===== config.mk =====
export PLATFORM = sky130hd
export DESIGN_NAME = m_seq_next_word
export DESIGN_NICKNAME = d
export VERILOG_FILES = /design/src/rtl/m_seq_pkg.sv /design/src/rtl/m_seq_next_word.sv
export SDC_FILE = /design/constraint.sdc
export NUM_CORES = 1
export LEC_CHECK = 0
export CAP_MARGIN = 20
export CORE_MARGIN = 4
export CORE_UTILIZATION = 24
export DETAILED_ROUTE_END_ITERATION = 7
export PLACE_DENSITY_LB_ADDON = 0.15
export SKIP_LAST_GASP = 1
export SLEW_MARGIN = 10
export SYNTH_ARGS = -nofsm -noshare
export SYNTH_HDL_FRONTEND = slang
export SYNTH_SLANG_ARGS = --single-unit

===== constraint.sdc =====
create_clock -name vclk -period 1.09
set_input_delay 0.1635 -clock vclk [all_inputs]
set_output_delay 0.1635 -clock vclk [all_outputs]
set_load 0.01 [all_outputs]

===== src/rtl/m_seq_pkg.sv =====
// ---------------------------------------------------------------------------
// m_seq_pkg: shared PRBS15 constants, FSM encoding and LFSR step. Rev 1.0
// ---------------------------------------------------------------------------
`default_nettype none
package m_seq_pkg;
  localparam int LFSR_LEN = 15;
  // x^15 + x^14 + 1: feedback from the two oldest stages
  localparam int TAP_HI   = 14;
  localparam int TAP_LO   = 13;
  localparam int WIN_LEN  = 16;

  typedef enum logic [1:0] {
    ST_HUNT   = 2'd0,
    ST_VERIFY = 2'd1,
    ST_LOCKED = 2'd2
  } state_e;

  function automatic logic [LFSR_LEN-1:0] lfsr_step(input logic [LFSR_LEN-1:0] s);
    return {s[LFSR_LEN-2:0], s[TAP_HI] ^ s[TAP_LO]};
  endfunction
endpackage
`default_nettype wire


===== src/rtl/m_seq_next_word.sv =====
// ---------------------------------------------------------------------------
// m_seq_next_word: advances the LFSR STEPS times, emitting bits MSB first. Rev 1.0
// ---------------------------------------------------------------------------
`default_nettype none
module m_seq_next_word
  import m_seq_pkg::*;
#(
  parameter int STEPS = 32
) (
  input  logic [LFSR_LEN-1:0] i_state,
  output logic [STEPS-1:0]    o_word,
  output logic [LFSR_LEN-1:0] o_next_state
);
  logic [LFSR_LEN-1:0] state_v;

  always_comb begin
    state_v = i_state;
    o_word  = '0;
    for (int i = 0; i < STEPS; i++) begin
      state_v             = lfsr_step(state_v);
      o_word[STEPS-1-i]   = state_v[0];
    end
    o_next_state = state_v;
  end
endmodule
`default_nettype wire


# ---- Yosys cells after proc, flatten, opt, wreduce, memory -nomap -nowiden
# Cells that the tools add are included.
dict set report classes {
  bitwise 32
}
# operator n
set ops {}
lappend ops {{$xor A1 B1 Y1} 32}
dict set report word_totals {
  register_bits 0
  out_inout_bits 47
}

# ---- Depth between registers and ports, before layout
# Gate-level depths: netlist of the first run.
dict set report logic_depth {
  depth_word 3
  ltp_mapped 3
  mapped_depth_nobuf 2
}

# ---- Worst setup path before layout of the first run
# No wires, ideal clock.
dict set report synth_path {
  path_kind {input -> output}
  startpoint {input port i_state[11]}
  endpoint {output port o_word[0]}
  path_buffers 1
  t_required_ps 927
  t_arrival_ps 931
  slack_ps -4
  stages 3
  cell_sequence {xor2_1 > xor2_1 > buf_4}
}
dict set report synth_between {
  elab_chain_cells 3
  elab_cells_between_ends 5
  classes_between {bitwise: 5}
}
# item line_no
set synth_rtl {}
lappend synth_rtl {{start: declaration} m_seq_next_word.sv:10} ;# input logic [LFSR_LEN-1:0] i_state,
lappend synth_rtl {{$xor A1 B1 Y1 (2 in a row)} m_seq_pkg.sv:19} ;# return {s[LFSR_LEN-2:0], s[TAP_HI] ^ s[TAP_LO]};
lappend synth_rtl {{$xor A1 B1 Y1 (*)} m_seq_pkg.sv:19}
lappend synth_rtl {{end: declaration} m_seq_next_word.sv:11} ;# output logic [STEPS-1:0] o_word,
# Every way passes the cells marked *; elsewhere a longest branch is shown, timed or not.

# ---- Worst setup path in the final report of the first run
dict set report layout_path {
  startpoint {input port i_state[13]}
  endpoint {output port o_next_state[0]}
}
dict set report layout_between {
  elab_chain_cells 3
}
# item line_no
set layout_rtl {}
lappend layout_rtl {{$xor A1 B1 Y1 (3 in a row)} m_seq_pkg.sv:19}
lappend layout_rtl {{end: declaration} m_seq_next_word.sv:12} ;# output logic [LFSR_LEN-1:0] o_next_state
# Every way passes these cells.

==> results of run 1 <==
-- stage by stage --
| step | util | cell area, sq um | TNS [ns] | power (uW) | hold slack [ns] |
|---|---|---|---|---|---|
| after floorplan | - | 412 | 0 | 324 | 0.397 |
| after detailed placement | 0.639 | 985 | -31.19 | 750 | 1.43 |
| after global placement | 0.639 | 985 | -30.43 | 745 | 1.42 |
| final | 0.684 | 1050 | -0.136 | 678 | 0.708 |
| after CTS | 0.665 | 1020 | -0.139 | 668 | 0.691 |
| after global routing | 0.684 | 1050 | -0.348 | 731 | 0.733 |
-- logic make-up after synthesis --
group                     count (synthesis)  share of synthesized area
buffers and inverters                    16                      0.288
xor gates and xnor gates                 32                      0.712
-- power by group --
group	switching, uW	internal, uW
Combinational	320	359
Sequential	0	0
Clock	0	0
-- what timing repair did --
item | CTS | global route
endpoints found under the hold margin | 0 | 0
pin swaps | 12 | 3
endpoints found under the setup margin | 47 | 20
gates resized for setup | 159 | 12
gates cloned | 0 | 0
buffers inserted | 10 | 0
-- critical path, delay by kind of cell --
family	cells	cell delay, ns
XOR/XNOR	2	0.33
buffers and inverters	4	0.51
-- layout make-up --
cell class,instances,area (sq um),share of cell area
repair buffers,78,661,0.626
well taps,16,20.0,0.0190
multi-input cells,32,370,0.351
inverters,1,3.75,0.00356
-- cell usage after synthesis --
cell      n
buf_4    15
xor2_1   27
xnor2_1   4
xor2_2    1
inv_1     1
-- metal layers --
layer | GRT usage | vias to the layer above | part of all wire
li1 | - | 249 | -
met1 | 0.108 | 229 | 0.29
met2 | 0.248 | 37 | 0.55
met3 | 0.0459 | 0 | 0.16
met4 | 0 | 0 | 0
met5 | 0 | - | 0
-- path summary, 6_finish.rpt --
check | to | cells past startpoint
worst max-delay path | o_next_state[0] | 6
worst min-delay path | o_word[12] | 3
==> metrics, run 1 <==
status=finished, violations left; failing checks=setup timing; crit path capture type=primary output; largest net degree at the start of global routing=5; routed via count=515; worst hold-check path type=primary input to primary output; Pre-antenna DRT Iters=2; Area Overhead vs Synth=161%; grt ovf=0; cell count after synthesis=48; die height=49.0 um; Max Transition Viols Final=0; Routability Congestion=0.612; Total Die Area=2400 sq um; Worst IR Drop VDD=0.384 mV; Net Count, Synth=63; count of final hold-check violations=0; time the worst path needs with I/O delays and setup=1.16 ns; stage delay of the slowest cell on the critical path=0.17 ns; Total Routed Length=1530 um; number of global-route vias before repair=528; sequential area share after synthesis=0; sort of element at the start of the critical path=primary input; slowest stage cell on the critical path=xor2_2; worst max-slew margin expressed relative to the limit=0.875; Initial Util=0.262; post-cts hold buffer count=0; HP Start=i_state[8]; cell type contributing the most total cell area after synthesis=xor2_1; detailed placement HPWL=1180 um; final critical-path setup slack=-0.0690 ns; setup slack after placement=-0.911 ns; fraction of layout instances using a drive strength above 1=0.541; global-route wire length before repair=2390 um; highest-count cells in the layout ignoring fill and taps=dlygate4sd2_1 (25), xor2_1 (19), buf_4 (15); crit share post-route=1.06; list of cells traversed by the critical path=buf_8, xor2_2, buf_4, buf_6, xor2_2, buf_2; initial antenna violation count=0; Cell Count Post-Placement=117; number of buffers added on ports=62; std cell rows=14; Antenna diodes=0; DRC=0; Final ANT Viol Nets=0; launching instance or port of the critical path=i_state[13]; average cell area after synthesis=8.42 sq um; dominant cells by area after synthesis=xor2_1 (59%), buf_4 (28%), xnor2_1 (8.7%); endpoint required time on the critical path=0.93 ns; final setup fails=2; leading cell type in the layout, fill and taps excluded=dlygate4sd2_1; first-iteration detailed-routing DRC count=5; leakage power figure=0.000542 uW; Core Box Area=1540 sq um; maximum clock frequency=0.863 GHz; mean number of vias per cell=4.06; register area=0 sq um; non-filler cells in the finished layout=127; GRT Total Usage=0.118; final-layout fill cell count=139; Top Ports=62; setup repair after global routing missed its margin=true; count of warnings emitted by yosys=0; number of unique standard cell types used by synthesis=5; routed length per instance=12.0 um; number of maximum-capacitance constraint violations=0; num sequential=0; crit path DAT=1.00 ns; pwr dens=643 nW/um^2; critical setup path kind=primary input to primary output; crit path max fanout=3; Syn Std Cell Area=404 sq um; horizontal die dimension=49.0 um; clock buffer instance count of the final layout=0; slew of the pin with the lowest slew margin=0.187 ns; Net count, final=128; area fraction of the dominant cell type after synthesis=0.585; most frequent cell on the critical path=xor2_2
(Power assumes the default switching activity.)
==> run 2, diff against run 1 <==
--- a/config.mk
+++ b/config.mk
@@ -15,3 +15,4 @@
 export SYNTH_ARGS = -nofsm -noshare
 export SYNTH_HDL_FRONTEND = slang
 export SYNTH_SLANG_ARGS = --single-unit
+export TNS_END_PERCENT = 10
==> run 2 against run 1 <==
Net effect: highest routed layer unchanged; global-route usage is 0.76 points lower; the flow still finishes with violations (setup timing); first-iteration DRC count fell by 80%; die area is the same; combinational power is 2% lower.
==> metrics, run 2 (same netlist as run 1, synthesis figures left out) <==
status=finished, violations left; failing checks=setup timing; count of cells along the worst hold path=3; CP top delay family=buffers and inverters; critical setup path kind=primary input to primary output; total negative slack=-3.07 ns; crit path max fanout=4; fraction of layout instances using a drive strength above 1=0.382; std cell rows=14; Total Die Area=2400 sq um; Total Routed Length=1380 um; die height=49.0 um; stages on the worst setup path=3; list of cells traversed by the critical path=clkdlybuf4s15_1, xor2_1, clkdlybuf4s50_1; number of global-route vias before repair=507; met1 wire length=442 um; first-iteration detailed-routing DRC count=1; Core Box Area=1540 sq um; clock buffer instance count of the final layout=0; num sequential=0; endpoint required time on the critical path=0.93 ns; worst setup path endpoint=o_word[23]; setup repair after global routing missed its margin=true; highest-count cells in the layout ignoring fill and taps=xor2_1 (25), dlygate4sd2_1 (24), buf_4 (15); stage delay of the slowest cell on the critical path=0.55 ns; Met2 Wirelength=704 um; mean number of vias per cell=3.98; register area=0 sq um; Pre-antenna DRT Iters=2; Area Overhead vs Synth=148%; number of maximum-capacitance constraint violations=0; worst max-slew margin expressed relative to the limit=0.862; sort of element at the start of the critical path=primary input; Max Transition Viols Final=0; pwr dens=664 nW/um^2; time the worst path needs with I/O delays and setup=1.32 ns; maximum clock frequency=0.756 GHz; Antenna diodes=0; final setup fails=26; count of final hold-check violations=0; total power=665 uW; worst hold-check path type=primary input to primary output; final-layout fill cell count=141; routed via count=502; detailed placement HPWL=1180 um; leakage power figure=0.000544 uW; Initial Util=0.262; routed length per instance=10.9 um; final critical-path setup slack=-0.232 ns; Top Ports=62; number of buffers added on ports=62; launching instance or port of the critical path=i_state[6]; initial antenna violation count=0; slowest stage cell on the critical path=clkdlybuf4s50_1; length of routed met3 wiring=230 um; Worst IR Drop VDD=0.397 mV; global-route wire length before repair=2250 um; Net count, final=127; post-cts hold buffer count=0; top routing layer in use=met3; Routability Congestion=0.612; slew of the pin with the lowest slew margin=0.207 ns; leading cell type in the layout, fill and taps excluded=xor2_1; grt ovf=0; DRC=0; utilization after layout=0.649; combined buffer and inverter count along the critical path=2; crit path capture type=primary output; largest net degree at the start of global routing=5; GRT Total Usage=0.110; horizontal die dimension=49.0 um; crit path DAT=1.16 ns; crit share post-route=1.21; Final ANT Viol Nets=0
## run 2: metal layers
layer	up-vias	global-route usage
li1	252	-
met1	213	0.100
met2	37	0.230
met3	0	0.0459
met4	0	0
met5	-	0
## run 2: layout make-up
type / instances / area, sq um / area share
inverters: 1 / 3.75 / 0.00375
repair buffers: 77 / 659 / 0.659
multi-input cells: 32 / 318 / 0.318
well taps: 16 / 20.0 / 0.0200
## run 2: worst min path at each step
stage / from / end / slack [ns]
CTS: i_state[11] / o_word[28] / 0.80
global placement: i_state[10] / o_word[28] / 1.42
global route: i_state[1] / o_next_state[3] / 0.75
detailed placement: i_state[10] / o_word[28] / 1.43
floorplan: i_state[10] / o_word[28] / 0.40
finish: i_state[1] / o_next_state[3] / 0.70
## run 2: power by group
group | switching (uW) | internal (uW)
Combinational | 298 | 367
Clock | 0 | 0
Sequential | 0 | 0
Total | 298 | 367
## run 2: through the flow
step / std cells / area (sq um) / hold WS [ns] / worst slack (ns)
floorplan: 48 / 412 / 0.397 / 0.0103
global placement: 117 / 985 / 1.42 / -0.893
detailed placement: 117 / 985 / 1.43 / -0.911
CTS: 126 / 1010 / 0.797 / -0.278
global route: 126 / 1000 / 0.746 / -0.295
finish: 126 / 1000 / 0.702 / -0.232
## run 2: what timing repair did
item,CTS,global route
setup buffers,9,0
resized for setup,106,8
setup endpoints to repair,47,42
pin swaps,12,3
